### src/rtl/m_axi_rd_dma.sv
// m_axi_rd_dma: AXI4 read-master DMA that fetches a contiguous byte range and
// forwards the read data unchanged onto an AXI4-Stream output.
//
// Ports
//   I_aclk, I_arst            clock, synchronous active-high reset
//   I_start, O_start_done     level start request / one-cycle acceptance pulse
//   I_ddr_rd_addr             base byte address (aligned down to the bus width)
//   I_in_data_bytes           transfer length in bytes (rounded up to whole beats)
//   O_ap_done, O_ap_ready     completion pulse / idle indication
//   O_m_ar*, I_m_arready      AXI4 read address channel (INCR, one burst in flight)
//   I_m_r*, O_m_rready        AXI4 read data channel
//   O_axis_t*, I_axis_tready  output stream (combinational pass-through of R)
//   O_err                     sticky read-response error flag
//
// Build option: define RD_RESP_CHK_EN to flag non-OKAY read responses on
// O_err; without it rresp is ignored and O_err is held at 0.
module m_axi_rd_dma #(
    parameter int unsigned C_ADDR_WIDTH = 32,
    parameter int unsigned C_DATA_WIDTH = 64,
    parameter int unsigned C_MAX_BURST  = 16
) (
    input  logic                    I_aclk,
    input  logic                    I_arst,
    input  logic                    I_start,
    input  logic [31:0]             I_ddr_rd_addr,
    input  logic [31:0]             I_in_data_bytes,
    output logic                    O_start_done,
    output logic                    O_ap_done,
    output logic                    O_ap_ready,
    output logic [C_ADDR_WIDTH-1:0] O_m_araddr,
    output logic [7:0]              O_m_arlen,
    output logic [2:0]              O_m_arsize,
    output logic [1:0]              O_m_arburst,
    output logic                    O_m_arvalid,
    input  logic                    I_m_arready,
    input  logic [C_DATA_WIDTH-1:0] I_m_rdata,
    input  logic [1:0]              I_m_rresp,
    input  logic                    I_m_rlast,
    input  logic                    I_m_rvalid,
    output logic                    O_m_rready,
    output logic [C_DATA_WIDTH-1:0] O_axis_tdata,
    output logic                    O_axis_tvalid,
    output logic                    O_axis_tlast,
    input  logic                    I_axis_tready,
    output logic                    O_err
);

    localparam int unsigned BPB    = C_DATA_WIDTH / 8;
    localparam int unsigned LG_BPB = $clog2(BPB);

    typedef enum logic [1:0] {
        IDLE,
        AR,
        RD,
        DONE
    } state_t;

    state_t                  state_q, state_d;
    logic [C_ADDR_WIDTH-1:0] addr_q, addr_d;
    logic [31:0]             remaining_q, remaining_d;
    logic [8:0]              burst_left_q, burst_left_d;
    logic [8:0]              len_q, len_d;
    logic                    start_done_q, start_done_d;
    logic                    ap_done_q, ap_done_d;

    logic [C_ADDR_WIDTH-1:0] start_addr;
    logic [32:0]             bytes_sum;
    logic [31:0]             start_beats;
    logic [12:0]             to4k_bytes;
    logic [12:0]             to4k_beats;
    logic [8:0]              burst_len;

    // rlast is never trusted: the internal beat count ends each burst.
`ifdef RD_RESP_CHK_EN
    logic err_q, err_d;
    logic unused_rlast;
    assign unused_rlast = I_m_rlast;
    assign O_err        = err_q;
`else
    logic unused_resp;
    assign unused_resp = ^{I_m_rlast, I_m_rresp};
    assign O_err       = 1'b0;
`endif

    assign start_addr  = (C_ADDR_WIDTH'(I_ddr_rd_addr) >> LG_BPB) << LG_BPB;
    assign bytes_sum   = {1'b0, I_in_data_bytes} + 33'(BPB - 1);
    assign start_beats = 32'(bytes_sum >> LG_BPB);

    // Burst length: smallest of remaining beats, max burst and beats left in the 4 KB page.
    assign to4k_bytes = 13'h1000 - {1'b0, addr_q[11:0]};
    assign to4k_beats = to4k_bytes >> LG_BPB;

    always_comb begin
        burst_len = 9'(C_MAX_BURST);
        if (to4k_beats < 13'(C_MAX_BURST)) begin
            burst_len = to4k_beats[8:0];
        end
        if (remaining_q < 32'(burst_len)) begin
            burst_len = remaining_q[8:0];
        end
    end

    assign O_m_araddr   = addr_q;
    assign O_m_arlen    = 8'(burst_len - 9'd1);
    assign O_m_arsize   = 3'(LG_BPB);
    assign O_m_arburst  = 2'b01;
    assign O_axis_tdata = I_m_rdata;
    assign O_start_done = start_done_q;
    assign O_ap_done    = ap_done_q;
    assign O_ap_ready   = (state_q == IDLE);

    always_comb begin
        state_d       = state_q;
        addr_d        = addr_q;
        remaining_d   = remaining_q;
        burst_left_d  = burst_left_q;
        len_d         = len_q;
        start_done_d  = 1'b0;
        ap_done_d     = 1'b0;
`ifdef RD_RESP_CHK_EN
        err_d         = err_q;
`endif
        O_m_arvalid   = 1'b0;
        O_m_rready    = 1'b0;
        O_axis_tvalid = 1'b0;
        O_axis_tlast  = 1'b0;

        unique case (state_q)
            IDLE: begin
                if (I_start) begin
                    addr_d       = start_addr;
                    remaining_d  = start_beats;
                    start_done_d = 1'b1;
`ifdef RD_RESP_CHK_EN
                    err_d        = 1'b0;
`endif
                    state_d      = (start_beats != '0) ? AR : DONE;
                end
            end
            AR: begin
                O_m_arvalid = 1'b1;
                if (I_m_arready) begin
                    burst_left_d = burst_len;
                    len_d        = burst_len;
                    state_d      = RD;
                end
            end
            RD: begin
                O_m_rready    = I_axis_tready;
                O_axis_tvalid = I_m_rvalid;
                O_axis_tlast  = I_m_rvalid && (remaining_q == 32'd1);
                if (I_m_rvalid && I_axis_tready) begin
                    remaining_d  = remaining_q - 32'd1;
                    burst_left_d = burst_left_q - 9'd1;
`ifdef RD_RESP_CHK_EN
                    if (I_m_rresp != 2'b00) begin
                        err_d = 1'b1;
                    end
`endif
                    if (burst_left_q == 9'd1) begin
                        addr_d  = addr_q + (C_ADDR_WIDTH'(len_q) << LG_BPB);
                        state_d = (remaining_q == 32'd1) ? DONE : AR;
                    end
                end
            end
            DONE: begin
                // Registered so a zero-length transfer shows start_done and
                // ap_done on consecutive cycles.
                ap_done_d = 1'b1;
                state_d   = IDLE;
            end
            default: state_d = IDLE;
        endcase
    end

    always_ff @(posedge I_aclk) begin
        if (I_arst) begin
            state_q      <= IDLE;
            addr_q       <= '0;
            remaining_q  <= '0;
            burst_left_q <= '0;
            len_q        <= '0;
            start_done_q <= 1'b0;
            ap_done_q    <= 1'b0;
`ifdef RD_RESP_CHK_EN
            err_q        <= 1'b0;
`endif
        end else begin
            state_q      <= state_d;
            addr_q       <= addr_d;
            remaining_q  <= remaining_d;
            burst_left_q <= burst_left_d;
            len_q        <= len_d;
            start_done_q <= start_done_d;
            ap_done_q    <= ap_done_d;
`ifdef RD_RESP_CHK_EN
            err_q        <= err_d;
`endif
        end
    end

endmodule

### config.mk
export PLATFORM = sky130hd
export DESIGN_NAME = m_axi_rd_dma
export DESIGN_NICKNAME = d
export VERILOG_FILES = /design/src/rtl/m_axi_rd_dma.sv
export SDC_FILE = /design/constraint.sdc
export NUM_CORES = 1
export LEC_CHECK = 0
export ABC_AREA = 1
export CORE_UTILIZATION = 42
export DETAILED_ROUTE_END_ITERATION = 6
export PLACE_DENSITY = 0.74
export SETUP_SLACK_MARGIN = 0.3
export SLEW_MARGIN = 20
export SYNTH_ARGS = -nofsm -noshare
export SYNTH_HDL_FRONTEND = slang
export SYNTH_SLANG_ARGS = --single-unit
### constraint.sdc
create_clock -name I_aclk -period 3.6 [get_ports I_aclk]
set_input_delay 0.72 -clock I_aclk [delete_from_list [all_inputs] [get_ports I_aclk]]
set_output_delay 0.72 -clock I_aclk [all_outputs]
set_load 0.05 [all_outputs]
Word-level counts from Yosys, hierarchy flattened
Cells that the tools add are included.
{"block": "word_totals", "in_bits": 137, "ff_bits": 86, "elab_cells": 62}
{"block": "classes", "reduce_logical": 12, "n_eq_ne": 9, "n_lt_le_gt_ge": 2, "bitwise": 1, "addsub": 6, "mux": 25}
{"operator": "$mux 32", "count": 5}
{"operator": "$pmux 32 s2", "count": 2}
{"operator": "$mux 9", "count": 4}
{"operator": "$add 32x3->33 const B", "count": 1}
{"operator": "$add 32x12->32", "count": 1}
{"operator": "$eq 32x1->1 const B", "count": 1}
{"operator": "$lt 32x9->1", "count": 1}
{"operator": "$reduce_bool 32->1", "count": 1}
{"operator": "$sub 32x1->32 const B", "count": 1}
{"operator": "$pmux 9 s2", "count": 1}
{"operator": "$sub 13x12->13 const A", "count": 1}
{"operator": "$mux 2", "count": 6}
{"operator": "$lt 10x5->1 const B", "count": 1}
{"operator": "$eq 9x1->1 const B", "count": 1}
{"operator": "$sub 9x1->9 const B", "count": 1}
{"operator": "$ne 2x2->1 const B", "count": 4}
{"operator": "$pmux 2 s4", "count": 1}
{"operator": "$reduce_and 4->1", "count": 2}
{"operator": "$sub 8x1->8 const B", "count": 1}
{"operator": "$mux 1", "count": 6}
{"operator": "$reduce_and 3->1", "count": 2}
{"operator": "$eq 2x2->1 const B", "count": 2}
{"operator": "$reduce_bool 2->1", "count": 2}
{"operator": "$eq 2x1->1 const B", "count": 1}
{"operator": "5 further kinds", "count": 6}

Logic depth before layout (Yosys ltp)
Gate-level depths: netlist of run 1.
{"block": "depth", "ltp_word": 7, "mapped_depth": 28, "depth_no_buf": 28}

Least setup slack after synthesis of run 1
OpenSTA, ideal clock, no wires.
{"block": "synth_timing", "path_kind": "reg-to-output", "from": "register addr_q[3], in the netlist O_m_araddr[3]", "to": "output port O_m_arlen[4]", "path_buffers": 0, "setup_slack_ns": -1.357, "arrival_time_ns": 4.237, "path_stages_with_launch": 25, "cell_sequence": "dfxtp_1 > inv_1 > ha_1 > nand3_1 > nand2_1 > nor2_1 > nand2_1 > nor2_2 > nand2_1 > inv_1 > nand3_1 > ha_1 > nand2_1 > inv_1 > nand2_1 > nand2_1 > nand2_1 > nand2_2 > nand2_4 > nand2_4 > nand2_1 > nand2_2 > ha_1 > nand2_2 > o21ai_0"}
{"block": "synth_between", "elab_chain_cells": 6}
{"element": "start: declaration", "line_no": "59", "text": "logic [C_ADDR_WIDTH-1:0] addr_q, addr_d;"}
{"element": "start signal: assignment", "line_no": "190", "text": "addr_q <= addr_d;"}
{"element": "$sub 13x12->13 *", "line_no": "90", "text": "assign to4k_bytes = 13'h1000 - {1'b0, addr_q[11:0]};"}
{"element": "$lt 10x5->1", "line_no": "95", "text": "if (to4k_beats < 13'(C_MAX_BURST)) begin"}
{"element": "$mux 9 *", "line_no": "95"}
{"element": "$lt 32x9->1", "line_no": "98", "text": "if (remaining_q < 32'(burst_len)) begin"}
{"element": "$mux 9 *", "line_no": "98"}
{"element": "$sub 8x1->8 *", "line_no": "104", "text": "assign O_m_arlen = 8'(burst_len - 9'd1);"}
{"element": "end: declaration", "line_no": "31", "text": "output logic [7:0] O_m_arlen,"}
Mark *: on every way between the ends. The rest lies on a longest branch, timed or not.

Worst setup path in the final report of run 1
{"block": "layout_timing", "from": "register addr_q[4], in the netlist O_m_araddr[4]", "to": "output port O_m_arlen[6]"}
The elaborated chain is that of the path after synthesis.

==> metrics.csv, run 1 <==
metric,value,unit
die area,18000,um2
DRT Wirelength,19.8,mm
CP Launch Type,flop,
# rows,47,
Initial DRC Count,607,
Cell Pwr Density,829,nW/um2
Peak supply drop,0.500,mV
ys async rst share,0,
Slew Limit Fails,0,
Setup WS post-layout,-0.481,ns
leakage power,3.83,nW
final period utilization,1.13,
via count,7510,
Hold Fails Final Rpt,0,
gr usage total,0.221,
I/O pin count,254,
Die Wd,134,um
Die Y,134,um
Hold Buf Count CTS,0,
Clock transition at path regs,0.06,ns
hold_sp,burst_left_q[1],
WS Path Type,reg2out,
Post-synth EDFFs,0,
CP arrival,3.36,ns
effective utilization at floorplan,0.435,
vias in the first global route,6965,
post-place setup slack,-0.104,ns
Ys Warns,0,
Clock Latency Late Sink,0.34,ns
Layout Utilization,0.548,
Gate Count Post-Synth,1150,
first-pass GRT wire length,32.8,mm
Worst slew margin,0.265,
htree depth,3,
DP Wirelength,14.7,mm
Syn Area/Cell,6.37,um2
"commonest non-fill, non-tap cell in the layout",nand2_1,
cts bufs inserted,9,
crit-path max FO,6,
Mapped Area,7320,um2
Post-synth top flop,dfxtp_1,
CP top delay family,simple AND/OR/NAND/NOR gates,
sequential area share after synthesis,0.227,
I/O Buffers,110,
DRT Pass-1 Iters,5,
Yosys cell types,45,
GRT Residual Overflow,0,
largest cells by area after synthesis,"dfxtp_1 (23%), nand2_1 (12%), buf_4 (7.5%)",
r2r startpoint,O_m_araddr[4],
routability cong.,0.933,
global route hottest layer,met2,
RSZ-0062 raised after global routing,yes,
vias per std cell,5.19,
met2 GRT Util,0.374,
Tot Pwr,7.65,mW
antenna violations before repair,0,
Slowest cell on crit path,dfxtp_4,
worst slew pin tran,1.10,ns
FMAX,0.245,GHz
Critical Path RT,2.88,ns
met1 Usage GRT,0.288,
Hold Crit Class,reg2reg,
outcome,"finished, violations left",
share of post-route cells with drive strength above 1,0.150,
drt drc,0,
Synth area leader,dfxtp_1,
critical path launch point,O_m_araddr[4],
most frequent cells in the layout,"nand2_1 (210), nor2_1 (134), inv_1 (118), clkdlybuf4s50_1 (98), a21oi_1 (83)",
CTS sink cnt,83,
core area,16800,um2
Max-Cap Viols,0,
# setup viols final,8,
met3 GRT Util,0.0321,
violated checks,setup timing,
Seq cells post-synth,83,
Area Growth Syn to Fin,25.9,%
Yosys top cell area share,0.227,
"Top cell by count, worst path",nand2_2,
antenna-violating nets left,0,
final setup TNS,-3.42,ns
wire length per cell,13.7,um
CTS tree,built,
Root Buffer,clkbuf_16,
pin count of the biggest net entering global routing,55,
Post-Route Skew,0.00700,ns
CTS Buffer Depth,2,
# nets final,1383,
ANT cells,0,
Critical Path Sink Type,primary output,
Final min period,4.08,ns
CP max stage delay,0.36,ns
Critical path buffers and inverters,3,
cell families after synthesis:
logic type / Yosys count / synth area share
simple gates: 519 / 0.323
buf+inv: 239 / 0.160
compound gates: 227 / 0.179
flops: 83 / 0.227
xor+xnor: 55 / 0.0658
fa+ha+maj: 25 / 0.0438
other cells: 2 / 0.00103
through the flow:
step,cells,area (um2),hold WS [ns]
after floorplan,1161,7560,0.443
after global placement,1423,8670,0.477
after detailed placement,1423,8670,0.484
after CTS,1444,9090,0.494
after global routing,1446,9220,0.518
final,1446,9220,0.493
flip-flops by register name (all words and copies together), names as in the netlist:
register / count
state_q: 2
len_q: 9
O_ap_done: 1
remaining_q: 32
O_start_done: 1
burst_left_q: 9
O_m_araddr: 29
report_power, final:
part	internal (mW)	switching (mW)	leakage [nW]	total [mW]
registers	1.30	0.465	0.686	1.76
logic	1.84	3.06	3.00	4.90
clock network	0.606	0.380	0.150	0.986
total	3.74	3.90	3.83	7.65
worst reg2reg max path, cell delays in order, from the launching register on:
cell and delay [ns]:
dfxtp_4 0.36, inv_4 0.06, ha_4 0.14, nand2_2 0.06, nand2_1 0.06, nand2_1 0.05, nor2_1 0.11, nand2_1 0.07
nor2_2 0.13, nand2_2 0.11, inv_4 0.10, nand3_4 0.08, ha_4 0.23, a21oi_1 0.20, nand2_2 0.09, nand2_2 0.08
nand2_4 0.06, nand2_8 0.12, nand2_8 0.10, nand2_1 0.15, nand2_2 0.12, inv_2 0.16, buf_4 0.15, nand2_1 0.05
a21oi_1 0.13
cells in the mapped netlist (4+ instances only):
| cell | number |
|---|---|
| xor2_1 | 31 |
| nand2_1 | 230 |
| a31oi_1 | 10 |
| inv_1 | 125 |
| a221oi_1 | 5 |
| o21ai_0 | 73 |
| o21bai_1 | 7 |
| ha_1 | 24 |
| or2_2 | 4 |
| nand3_1 | 46 |
| o221ai_1 | 7 |
| nor2_2 | 11 |
| nor4_1 | 12 |
| nand4_1 | 14 |
| o211ai_1 | 29 |
| buf_1 | 4 |
| nor2_1 | 138 |
| nand2_2 | 13 |
| clkbuf_1 | 30 |
| xnor2_1 | 24 |
| nor3_1 | 26 |
| buf_4 | 73 |
| a21oi_1 | 84 |
| inv_2 | 5 |
| dfxtp_1 | 83 |
| nand2_4 | 5 |
repair_timing:
| item | in CTS | in global routing |
|---|---|---|
| gates resized for setup | 16 | 26 |
| endpoints found under the setup margin | 8 | 10 |
| setup buffers | 5 | 2 |
| pin swaps | 7 | 25 |
path summary, 6_finish.rpt:
path         depth (start not counted)         endpoint  slack [ns]
max                                 26     O_m_arlen[6]       -0.48
min                                  2  burst_left_q[1]        0.49
max reg2reg                         24  burst_left_q[3]        0.56
min reg2reg                          2  burst_left_q[1]        0.49
area by class of cell:
class	instances	area, um2
clock inverters	5	77.6
repair buffers	158	1570
multi-input cells	839	4880
well taps	220	275
flip-flops and latches	83	1680
fillers	1648	7600
clock buffers	11	233
inverters	130	499
per-layer routing:
| metal | part of all wire | up-vias |
|---|---|---|
| li1 | - | 3853 |
| met1 | 0.45 | 3387 |
| met2 | 0.48 | 242 |
| met3 | 0.056 | 28 |
| met4 | 0.017 | 0 |
| met5 | 0 | - |
(Power assumes the default switching activity.)
==> run 2, diff against run 1 <==
--- a/config.mk
+++ b/config.mk
@@ -10,7 +10,6 @@
 export DETAILED_ROUTE_END_ITERATION = 6
 export PLACE_DENSITY = 0.74
 export SETUP_SLACK_MARGIN = 0.3
-export SLEW_MARGIN = 20
 export SYNTH_ARGS = -nofsm -noshare
 export SYNTH_HDL_FRONTEND = slang
 export SYNTH_SLANG_ARGS = --single-unit
==> results of run 2 <==
The final DEF is identical to that of run 1; final timing and power are the same.
